File: src/rtl/hazard_ctrl.sv
// Pipeline hazard controller: load-use bubbles, taken-branch squashes, multicycle EX holds (HAZ_PERF_EN adds stall/flush counters).
// Latency: outputs are combinational from state, cnt and inputs; a multicycle op holds EX for MC_LAT-1 cycles, then mc_done pulses.
// Backpressure: stalls the front end through pc_we/if_id_we and freezes ID/EX and EX/MEM through ex_hold.
module hazard_ctrl #(
  parameter int MC_LAT = 4,
  parameter int RA_W   = 5
) (
  input  logic            clk,
  input  logic            rst,
  input  logic [RA_W-1:0] id_rs1,
  input  logic [RA_W-1:0] id_rs2,
  input  logic            id_rs1_used,
  input  logic            id_rs2_used,
  input  logic [RA_W-1:0] ex_rd,
  input  logic            ex_mem_read,
  input  logic            ex_mc_start,
  input  logic            branch_taken,
`ifdef HAZ_PERF_EN
  output logic [31:0]     stall_cnt,
  output logic [31:0]     flush_cnt,
`endif
  output logic            pc_we,
  output logic            if_id_we,
  output logic            if_id_flush,
  output logic            id_ex_flush,
  output logic            ex_hold,
  output logic            mc_done
);

  typedef enum logic {RUN, MC_WAIT} state_t;

  state_t     state, state_n;
  logic [7:0] cnt, cnt_n;
  logic       load_use;

  // x0 is hardwired to zero, so a load targeting it can never create a dependency.
  assign load_use = ex_mem_read && (ex_rd != '0) &&
                    ((id_rs1_used && (id_rs1 == ex_rd)) ||
                     (id_rs2_used && (id_rs2 == ex_rd)));

  always_ff @(posedge clk) begin
    if (!rst) begin
      state <= RUN;
      cnt   <= '0;
    end else begin
      state <= state_n;
      cnt   <= cnt_n;
    end
  end

  always_comb begin
    pc_we       = 1'b1;
    if_id_we    = 1'b1;
    if_id_flush = 1'b0;
    id_ex_flush = 1'b0;
    ex_hold     = 1'b0;
    mc_done     = 1'b0;
    state_n     = state;
    cnt_n       = cnt;
    if (!rst) begin
      pc_we       = 1'b0;
      if_id_we    = 1'b0;
      if_id_flush = 1'b1;
      id_ex_flush = 1'b1;
    end else begin
      case (state)
        RUN: begin
          if (branch_taken) begin
            if_id_flush = 1'b1;
            id_ex_flush = 1'b1;
          end else if (ex_mc_start) begin
            ex_hold  = 1'b1;
            pc_we    = 1'b0;
            if_id_we = 1'b0;
            cnt_n    = 8'(MC_LAT - 2);
            state_n  = MC_WAIT;
          end else if (load_use) begin
            pc_we       = 1'b0;
            if_id_we    = 1'b0;
            id_ex_flush = 1'b1;
          end
        end
        MC_WAIT: begin
          // EX is occupied by the mc op, so branch/load/start inputs are meaningless here.
          if (cnt != 8'd0) begin
            ex_hold  = 1'b1;
            pc_we    = 1'b0;
            if_id_we = 1'b0;
            cnt_n    = cnt - 8'd1;
          end else begin
            mc_done = 1'b1;
            state_n = RUN;
          end
        end
        default: state_n = RUN;
      endcase
    end
  end

`ifdef HAZ_PERF_EN
  always_ff @(posedge clk) begin
    if (!rst) begin
      stall_cnt <= '0;
      flush_cnt <= '0;
    end else begin
      if (!pc_we && (stall_cnt != 32'hFFFF_FFFF))
        stall_cnt <= stall_cnt + 32'd1;
      if (id_ex_flush && (flush_cnt != 32'hFFFF_FFFF))
        flush_cnt <= flush_cnt + 32'd1;
    end
  end
`endif

endmodule

File: config.mk
export PLATFORM = sky130hd
export DESIGN_NAME = hazard_ctrl
export DESIGN_NICKNAME = d
export VERILOG_FILES = /design/src/rtl/hazard_ctrl.sv
export SDC_FILE = /design/constraint.sdc
export NUM_CORES = 1
export LEC_CHECK = 0
export ABC_AREA = 1
export BUFFER_PORTS_ARGS = -buffer_cell sky130_fd_sc_hd__buf_2
export CAP_MARGIN = 30
export CORE_MARGIN = 5
export CORE_UTILIZATION = 45
export DETAILED_ROUTE_END_ITERATION = 10
export GPL_TIMING_DRIVEN = 0
export PLACE_DENSITY = 0.79
export SYNTH_ARGS = -nofsm -noshare
export SYNTH_HDL_FRONTEND = slang
export SYNTH_SLANG_ARGS = --single-unit
File: constraint.sdc
create_clock -name clk -period 1.5 [get_ports clk]
set_clock_uncertainty 0.1 [all_clocks]
set_input_delay 0.225 -clock clk [delete_from_list [all_inputs] [get_ports clk]]
set_output_delay 0.225 -clock clk [all_outputs]
set_load 0.005 [all_outputs]
==> flow_metrics.env, run 1 <==
export IMPL_grtUsageTotal=0.169
export IMPL_final_common_cell="nand2_1"
export IMPL_hold_slack_ns=0.244
export IMPL_ys_warn_count=0
export IMPL_root_buffer="clkbuf_4"
export IMPL_die_height_um=54.2
export IMPL_die_w_um=54.2
export IMPL_crit_top_cell="inv_2"
export IMPL_antenna_found_initial=0
export IMPL_grt_max_degree=11
export IMPL_cp_top_family="buffers and inverters"
export IMPL_stdcell_count=226
export IMPL_hold_viol=0
export IMPL_crit_path_end_kind="output port"
export IMPL_nNetsFinal=224
export IMPL_fmax_mhz=520
export IMPL_clkSlewWorstSetupHoldPaths_ns=0.08
export IMPL_drive_above_1_share=0.302
export IMPL_ys_types=22
export IMPL_portBuffers=27
export IMPL_critical_path_class="flip-flop to output port"
export IMPL_p_per_area_nw_per_um2=823
export IMPL_cp_max_fo=2
export IMPL_start_util=0.461
export IMPL_worst_slew_pin_slew_ns=0.542
export IMPL_finalMaxSlewViolations=0
export IMPL_finalWorstSetupSlack_ns=-0.423
export IMPL_p_seq_frac=0.308
export IMPL_power_switching_uw=392
export IMPL_violations="negative setup slack"
export IMPL_syn_inst=161
export IMPL_cts_tree="done"
export IMPL_cp_arrival_ns=1.60
export IMPL_vias=1046
export IMPL_period_share=1.28
export IMPL_hold_buffers=0
export IMPL_cts_buffers_inserted=3
export IMPL_totalWireLength_mm=2.25
export IMPL_rows=16
export IMPL_synth_area_um2=877
export IMPL_postSynthAreaPerCell_um2=5.45
export IMPL_numClockSinks=9
export IMPL_cp_slowest_cell="dfxtp_2"
export IMPL_overflow=0
export IMPL_p_leak_uw=0.000694
export IMPL_post_synth_top_area_fraction=0.227
export IMPL_p_int_uw=574
export IMPL_gp_congestion=0.818
export IMPL_finalSetupViolations=5
export IMPL_rsz0062_at_grt="yes"
export IMPL_final_cell_mix="nand2_1, inv_1, buf_2, nor2_1, nand3_1"
export IMPL_min_period_ns=1.92
export IMPL_seq_area_frac_synth=0.205
export IMPL_grt_pass1_vias=953
export IMPL_yosys_area_top_type="nand2_1"
export IMPL_dieArea_um2=2930
export IMPL_dr_pass1_iters=4
export IMPL_path_buf_inv=6
export IMPL_total_power_uw=965
export IMPL_wire_per_inst_um=9.94
export IMPL_p_sw_frac=0.406
export IMPL_netlist_top_cells_area="nand2_1, dfxtp_1, inv_1, nor2_1, nand3_1"
export IMPL_cts_buffer_depth=2
export IMPL_dpl_cell_count=215
export IMPL_hpwl_mm=1.72
export IMPL_core_area_um2=1900
export IMPL_slew_headroom=0.637
export IMPL_path_cells="inv_2, ha_4, inv_2, nor2_2, nand4_2, buf_6, a21oi_4, nand2_1, inv_2, buf_4, buf_6"
export IMPL_status="finished, violations left"
export IMPL_area_growth_syn_to_layout_pct=33.7
export IMPL_cap_violations=0
export IMPL_io_pins=28
export IMPL_start_kind="flip-flop"
export IMPL_synth_nets=185
export IMPL_required_ns=1.17
export IMPL_ant_nets=0
export IMPL_fill_cells=173
export IMPL_comb_power_share=0.481
export IMPL_grt_pass1_wl_mm=3.68
export IMPL_num_antenna_cells=0
export IMPL_clk_latency_ns=0.26
export IMPL_ys_seq_elements=9
export IMPL_max_stage_delay_ns=0.33
export IMPL_setup_tns_ns=-1.42
export IMPL_cts_max_level=1
export IMPL_route_detailed_drc=0
export IMPL_ir_drop_uv=895
export IMPL_drt_initial_drc_count=22
export IMPL_hold_path_class="primary input to flip-flop"
export IMPL_via_per_inst=4.63
export IMPL_clkPwrFrac=0.211
## worst register-to-register path: cells and delay by family, from the launching register on
kind	cells	cell delay, ns
fa+ha+maj	1	0.13
buf+inv	5	0.50
flops	1	0.33
compound gates	1	0.15
simple gates	4	0.30
## path summary, 6_finish.rpt
path	startpoint	to	slack (ns)	cells after the start
max	cnt[1]$_SDFFE_PN0P_	pc_we	-0.42	11
min	rst	cnt[0]$_SDFFE_PN0P_	0.24	5
max reg2reg	cnt[1]$_SDFFE_PN0P_	cnt[2]$_SDFFE_PN0P_	-0.10	11
min reg2reg	cnt[1]$_SDFFE_PN0P_	cnt[1]$_SDFFE_PN0P_	0.37	2
## power by group through the flow
stage                     clock, µW  combinational, µW  sequential (µW)
final                           203                464              298
after CTS                       200                439              295
after floorplan                   0                302              292
after global routing            209                524              301
after global placement            0                384              297
after detailed placement          0                400              299
## routing by layer
| metal | global-route usage | wire, µm | vias up |
|---|---|---|---|
| met3 | 0.0305 | 94 | 6 |
| met2 | 0.323 | 1160 | 25 |
| met1 | 0.183 | 950 | 459 |
| li1 | - | - | 556 |
| met5 | 0 | 0 | - |
| met4 | 0.0581 | 46 | 0 |
## flip-flops by register name (all words and copies together) (netlist names)
name and count:
cnt 8, state 1
## final cells by class
type	instances	area, µm²	share of cell area
sequential	9	183	0.156
inverter	38	143	0.122
clock buffer	4	26.3	0.0224
buffer	3	38.8	0.0331
multi-input combinational	111	551	0.470
tap	27	33.8	0.0288
timing repair buffer	34	198	0.169
## repair_timing
action | 4_1_cts | 5_1_grt
setup endpoints to repair | 4 | 11
pin swaps | 0 | 1
setup buffers | 5 | 3
gates resized for setup | 8 | 5
## logic make-up (layout without fill, tap and decap cells)
family / count (synthesis) / in the layout / share of synthesized area
fa+ha+maj: 2 / 2 / 0.0285
compound gates: 6 / 6 / 0.0499
simple gates: 102 / 102 / 0.499
flops: 9 / 9 / 0.205
buf+inv: 41 / 79 / 0.207
xor+xnor: 1 / 1 / 0.00999
## synthesized netlist by cell type
library cell and n:
nand2_1 53, a21oi_1 1, nand2_2 2, o21ai_0 2
ha_1 2, nor4_1 1, o22ai_1 1, dfxtp_1 9
buf_4 1, inv_1 36, xnor2_1 1, nand3_1 11
nor3_1 2, buf_6 1, inv_2 2, buf_12 1
nand4_2 1, a31oi_1 1, a21oi_4 1, nor2_2 3
nor2_1 23, nand4_1 6
## through the flow
stage	util	setup WS, ns	instance area, µm²
finish	0.616	-0.423	1170
global route	0.616	-0.487	1170
CTS	0.601	-0.406	1140
detailed placement	0.557	-0.248	1060
global placement	0.557	-0.189	1060
floorplan	-	-0.0424	890
No activity file was read; power rests on OpenSTA's default activity.
==> run 2, diff against run 1 <==
CORE_UTILIZATION = 43   (was 45)
PLACE_DENSITY = 0.76   (was 0.79)
==> run 2 against run 1 <==
- hold slack better by 0.0028 ns
- flip-flop and latch count is the same
- clock power down 9%
- the flow still finishes with violations (negative setup slack)
- final cell count up 0.44%
==> flow_metrics.env, run 2 (synthesis results as in run 1) <==
export IMPL_reg2reg_from="cnt[1]$_SDFFE_PN0P_"
export IMPL_clkSlewWorstSetupHoldPaths_ns=0.06
export IMPL_root_buffer="clkbuf_4"
export IMPL_totalWireLength_mm=2.21
export IMPL_vias=1060
export IMPL_finalWorstSetupSlack_ns=-0.368
export IMPL_ant_nets=0
export IMPL_final_common_cell="nand2_1"
export IMPL_period_share=1.25
export IMPL_p_per_area_nw_per_um2=807
export IMPL_p_leak_uw=0.000708
export IMPL_wire_per_inst_um=9.74
export IMPL_gp_congestion=0.907
export IMPL_cts_max_level=1
export IMPL_grt_pass1_vias=1007
export IMPL_cts_buffer_depth=2
export IMPL_min_period_ns=1.87
export IMPL_overflow=0
export IMPL_die_height_um=55.2
export IMPL_cp_max_fo=2
export IMPL_drt_initial_drc_count=34
export IMPL_die_w_um=55.2
export IMPL_largest_register="cnt"
export IMPL_grt_pass1_wl_mm=3.76
export IMPL_fmax_mhz=535
export IMPL_cp_arrival_ns=1.54
export IMPL_slew_headroom=0.682
export IMPL_grtUsageTotal=0.167
export IMPL_rows=16
export IMPL_start_kind="flip-flop"
export IMPL_area_growth_syn_to_layout_pct=38.4
export IMPL_largest_reg_flops=8
export IMPL_start_util=0.447
export IMPL_route_detailed_drc=0
export IMPL_reg_top3="cnt x8, state x1"
export IMPL_dr_pass1_iters=4
export IMPL_hold_path_class="primary input to flip-flop"
export IMPL_finalMaxSlewViolations=0
export IMPL_worst_r2r_endpoint="cnt[7]$_SDFFE_PN0P_"
export IMPL_worst_slew_pin_slew_ns=0.475
export IMPL_status="finished, violations left"
export IMPL_finalSetupViolations=7
export IMPL_worstSetupStartpoint="cnt[1]$_SDFFE_PN0P_"
export IMPL_post_route_util=0.619
export IMPL_stdcell_count=227
export IMPL_dieArea_um2=3040
export IMPL_numClockSinks=9
export IMPL_ir_drop_uv=756
export IMPL_ff2ff_path_depth=12
export IMPL_fill_cells=197
export IMPL_hold_viol=0
export IMPL_hpwl_mm=1.62
export IMPL_crit_end="pc_we"
export IMPL_via_per_inst=4.67
export IMPL_rsz0062_at_grt="yes"
export IMPL_final_cell_mix="nand2_1, inv_1, buf_2, nor2_1, nand3_1"
export IMPL_antenna_found_initial=0
export IMPL_grt_max_degree=11
export IMPL_crit_path_end_kind="output port"
export IMPL_critical_path_class="flip-flop to output port"
export IMPL_dpl_cell_count=215
export IMPL_core_area_um2=1960
export IMPL_cap_violations=0
export IMPL_reg2reg_slack_ns=-0.03
export IMPL_violations="negative setup slack"
export IMPL_required_ns=1.17
export IMPL_portBuffers=27
export IMPL_total_power_uw=980
export IMPL_clk_latency_ns=0.26
export IMPL_num_antenna_cells=0
export IMPL_nNetsFinal=225
export IMPL_cts_tree="done"
export IMPL_io_pins=28
export IMPL_drive_above_1_share=0.350
export IMPL_cts_buffers_inserted=3
-- run 2: stage by stage --
stage,area [µm²],hold WS (ns),worst slack [ns],TNS (ns)
2_1_floorplan,890,0.337,-0.0424,-0.0424
3_3_place_gp,1060,0.350,-0.217,-0.353
3_5_place_dp,1060,0.357,-0.232,-0.381
4_1_cts,1160,0.249,-0.375,-0.988
5_1_grt,1210,0.293,-0.461,-1.90
6_report,1210,0.247,-0.368,-1.13
-- run 2: worst min-delay path by stage --
stage	slack [ns]	to	cells past startpoint	startpoint
2_1_floorplan	0.34	cnt[1]$_SDFFE_PN0P_	2	cnt[1]$_SDFFE_PN0P_
3_3_place_gp	0.35	cnt[1]$_SDFFE_PN0P_	2	cnt[1]$_SDFFE_PN0P_
3_5_place_dp	0.36	cnt[1]$_SDFFE_PN0P_	2	cnt[1]$_SDFFE_PN0P_
4_1_cts	0.25	cnt[2]$_SDFFE_PN0P_	3	rst
5_1_grt	0.29	cnt[2]$_SDFFE_PN0P_	3	rst
6_report	0.25	cnt[0]$_SDFFE_PN0P_	5	rst
-- run 2: final cells by class --
class	count	area (µm²)	area share
tap	27	33.8	0.0278
sequential	9	185	0.153
clock buffer	4	26.3	0.0216
inverter	38	143	0.118
multi-input combinational	111	574	0.473
buffer	3	38.8	0.0320
timing repair buffer	35	213	0.175
-- run 2: what timing repair did --
item                       4_1_cts  5_1_grt
buffers inserted                 5        2
gates resized for setup         15        9
hold buffers                     0        0
cloned                           0        1
pin swaps                        1        2
setup endpoints to repair        4        7
-- run 2: critical path, stage by stage, from the launching register on --
cell     delay, ns
dfxtp_2       0.32
inv_2         0.07
ha_4          0.14
inv_2         0.03
nor2_2        0.08
nand4_2       0.10
buf_6         0.14
a21oi_4       0.12
nand2_2       0.06
inv_2         0.05
buf_4         0.09
buf_6         0.08
-- run 2: layer usage --
| metal | global-route usage | share of wire | wire length (µm) | vias to the layer above |
|---|---|---|---|---|
| met3 | 0.0268 | 0.057 | 126 | 6 |
| met4 | 0.0688 | 0.021 | 46 | 0 |
| met2 | 0.309 | 0.51 | 1120 | 35 |
| met1 | 0.186 | 0.42 | 920 | 453 |
| li1 | - | - | - | 566 |
| met5 | 0 | 0 | 0 | - |
-- run 2: where the power goes --
part / leakage (µW) / total, µW / switching [µW] / internal [µW]
registers: 0.0000754 / 302 / 30.4 / 271
clock network: 0.0000150 / 185 / 82.2 / 102
logic: 0.000617 / 493 / 277 / 217
total: 0.000708 / 980 / 389 / 590
==> run 3, diff against run 2 <==
CELL_PAD_IN_SITES_DETAIL_PLACEMENT = 1   (was not set)
CELL_PAD_IN_SITES_GLOBAL_PLACEMENT = 1   (was not set)
CORE_UTILIZATION = 29   (was 43)
PLACE_DENSITY = 0.78   (was 0.76)
==> run 3 against run 2 <==
- the run still ends with negative setup slack left
- register-to-register slack got worse by 0.02 ns
- clock power increased by 12%
- non-clock buffer count decreased by 1
- setup slack got worse by 0.090 ns
- flip-flop and latch count unchanged
- count of clock-buffer cells in the layout unchanged
- final cell count increased by 2.2%
- critical path depth decreased by 1
- first-iteration DRC count decreased by 59%
- utilization decreased by 22 points
- power increased by 1.4%
- combinational power decreased by 2%
- largest cell class unchanged
- largest power group unchanged
==> flow_metrics.env, run 3 (synthesis results as in run 1) <==
export IMPL_violations="negative setup slack"
export IMPL_hpwl_mm=2.19
export IMPL_drive_above_1_share=0.322
export IMPL_vias=1075
export IMPL_crit_end="ex_hold"
export IMPL_area_growth_syn_to_layout_pct=34.8
export IMPL_cts_max_level=1
export IMPL_finalWorstSetupSlack_ns=-0.458
export IMPL_root_buffer="clkbuf_4"
export IMPL_route_detailed_drc=0
export IMPL_status="finished, violations left"
export IMPL_cp_arrival_ns=1.63
export IMPL_largest_register="cnt"
export IMPL_io_pins=28
export IMPL_dr_pass1_iters=4
export IMPL_post_route_util=0.397
export IMPL_final_common_cell="nand2_1"
export IMPL_clk_latency_ns=0.28
export IMPL_cts_buffer_depth=2
export IMPL_overflow=0
export IMPL_start_kind="flip-flop"
export IMPL_required_ns=1.17
export IMPL_rows=20
export IMPL_portBuffers=27
export IMPL_dieArea_um2=4220
export IMPL_numClockSinks=9
export IMPL_regArea_um2=185
export IMPL_cp_max_fo=3
export IMPL_worst_slew_pin_slew_ns=0.583
export IMPL_final_cell_mix="nand2_1, inv_1, buf_2, nor2_1, nand3_1"
export IMPL_antenna_found_initial=0
export IMPL_worst_r2r_endpoint="cnt[1]$_SDFFE_PN0P_"
export IMPL_fmax_mhz=511
export IMPL_drt_initial_drc_count=14
export IMPL_hold_viol=0
export IMPL_reg_top3="cnt x8, state x1"
export IMPL_nNetsFinal=224
export IMPL_num_antenna_cells=0
export IMPL_largest_reg_flops=8
export IMPL_start_util=0.295
export IMPL_p_leak_uw=0.000696
export IMPL_place_worst_setup_slack_ns=-0.251
export IMPL_total_power_uw=993
export IMPL_gp_congestion=0.805
export IMPL_worstSetupStartpoint="cnt[1]$_SDFFE_PN0P_"
export IMPL_fill_cells=418
export IMPL_totalWireLength_mm=2.82
export IMPL_holdCritStartpoint="rst"
export IMPL_p_per_area_nw_per_um2=840
export IMPL_ff2ff_path_depth=11
export IMPL_grt_pass1_wl_mm=4.84
export IMPL_cts_tree="done"
export IMPL_finalMaxSlewViolations=0
export IMPL_wire_per_inst_um=12.1
export IMPL_core_area_um2=2980
export IMPL_via_per_inst=4.63
export IMPL_rsz0062_at_grt="yes"
export IMPL_cap_violations=0
export IMPL_grt_max_degree=11
export IMPL_ant_nets=0
export IMPL_min_period_ns=1.96
export IMPL_hold_path_class="primary input to flip-flop"
export IMPL_slew_headroom=0.610
export IMPL_grtUsageTotal=0.147
export IMPL_reg2reg_slack_ns=-0.05
export IMPL_cts_buffers_inserted=3
export IMPL_hold_slack_ns=0.231
export IMPL_reg2reg_from="cnt[1]$_SDFFE_PN0P_"
export IMPL_die_w_um=65.0
export IMPL_crit_path_end_kind="output port"
export IMPL_die_height_um=65.0
export IMPL_multi_input_area_um2=551
export IMPL_critical_path_class="flip-flop to output port"
export IMPL_grt_pass1_vias=1100
export IMPL_finalSetupViolations=5
export IMPL_ir_drop_uv=476
export IMPL_clkSlewWorstSetupHoldPaths_ns=0.07
export IMPL_period_share=1.31
==> run 3: layout make-up <==
class / count / area share
flip-flops and latches: 9 / 0.157
plain buffers: 3 / 0.0360
multi-input cells: 111 / 0.466
repair buffers: 34 / 0.164
inverters: 38 / 0.121
well taps: 33 / 0.0349
clock buffers: 4 / 0.0222
==> run 3: metrics by stage <==
step                cell area, µm²  TNS (ns)  std cells
global placement              1070    -0.332        221
detailed placement            1070    -0.425        221
floorplan                      890   -0.0424        161
global route                  1180     -2.55        232
finish                        1180     -1.44        232
CTS                           1140     -1.26        230
==> run 3: worst max-delay path: stages (launching register included) <==
cell and delay [ns]:
dfxtp_2 0.33, inv_2 0.07, ha_4 0.15, inv_2 0.04
nor2_2 0.08, nand4_2 0.11, buf_4 0.16, buf_4 0.13
nand2_2 0.08, nor2_1 0.07, buf_2 0.14
==> run 3: how the worst min path moves through the flow <==
stage               cells after the start             endpoint
floorplan                               2  cnt[1]$_SDFFE_PN0P_
global placement                        2  cnt[1]$_SDFFE_PN0P_
detailed placement                      2  cnt[1]$_SDFFE_PN0P_
CTS                                     5  cnt[0]$_SDFFE_PN0P_
global route                            5  cnt[0]$_SDFFE_PN0P_
finish                                  5  cnt[0]$_SDFFE_PN0P_
==> run 3: what timing repair did <==
item | in CTS | in global routing
pin swaps | 4 | 5
hold buffers | 0 | 0
endpoints found under the setup margin | 5 | 11
gates resized for setup | 7 | 7
buffers inserted | 5 | 2
==> run 3: power by group <==
part           total [µW]  switching (µW)  internal (µW)
Combinational         483             274            209
Clock                 207             104            103
Sequential            303            31.8            271
==> run 3: per-layer routing <==
metal / GRT usage / wire length (µm) / up-vias
met5: 0 / 0 / -
li1: - / - / 558
met1: 0.163 / 1150 / 498
met3: 0.0225 / 67 / 5
met2: 0.280 / 1560 / 14
met4: 0.0475 / 39 / 0
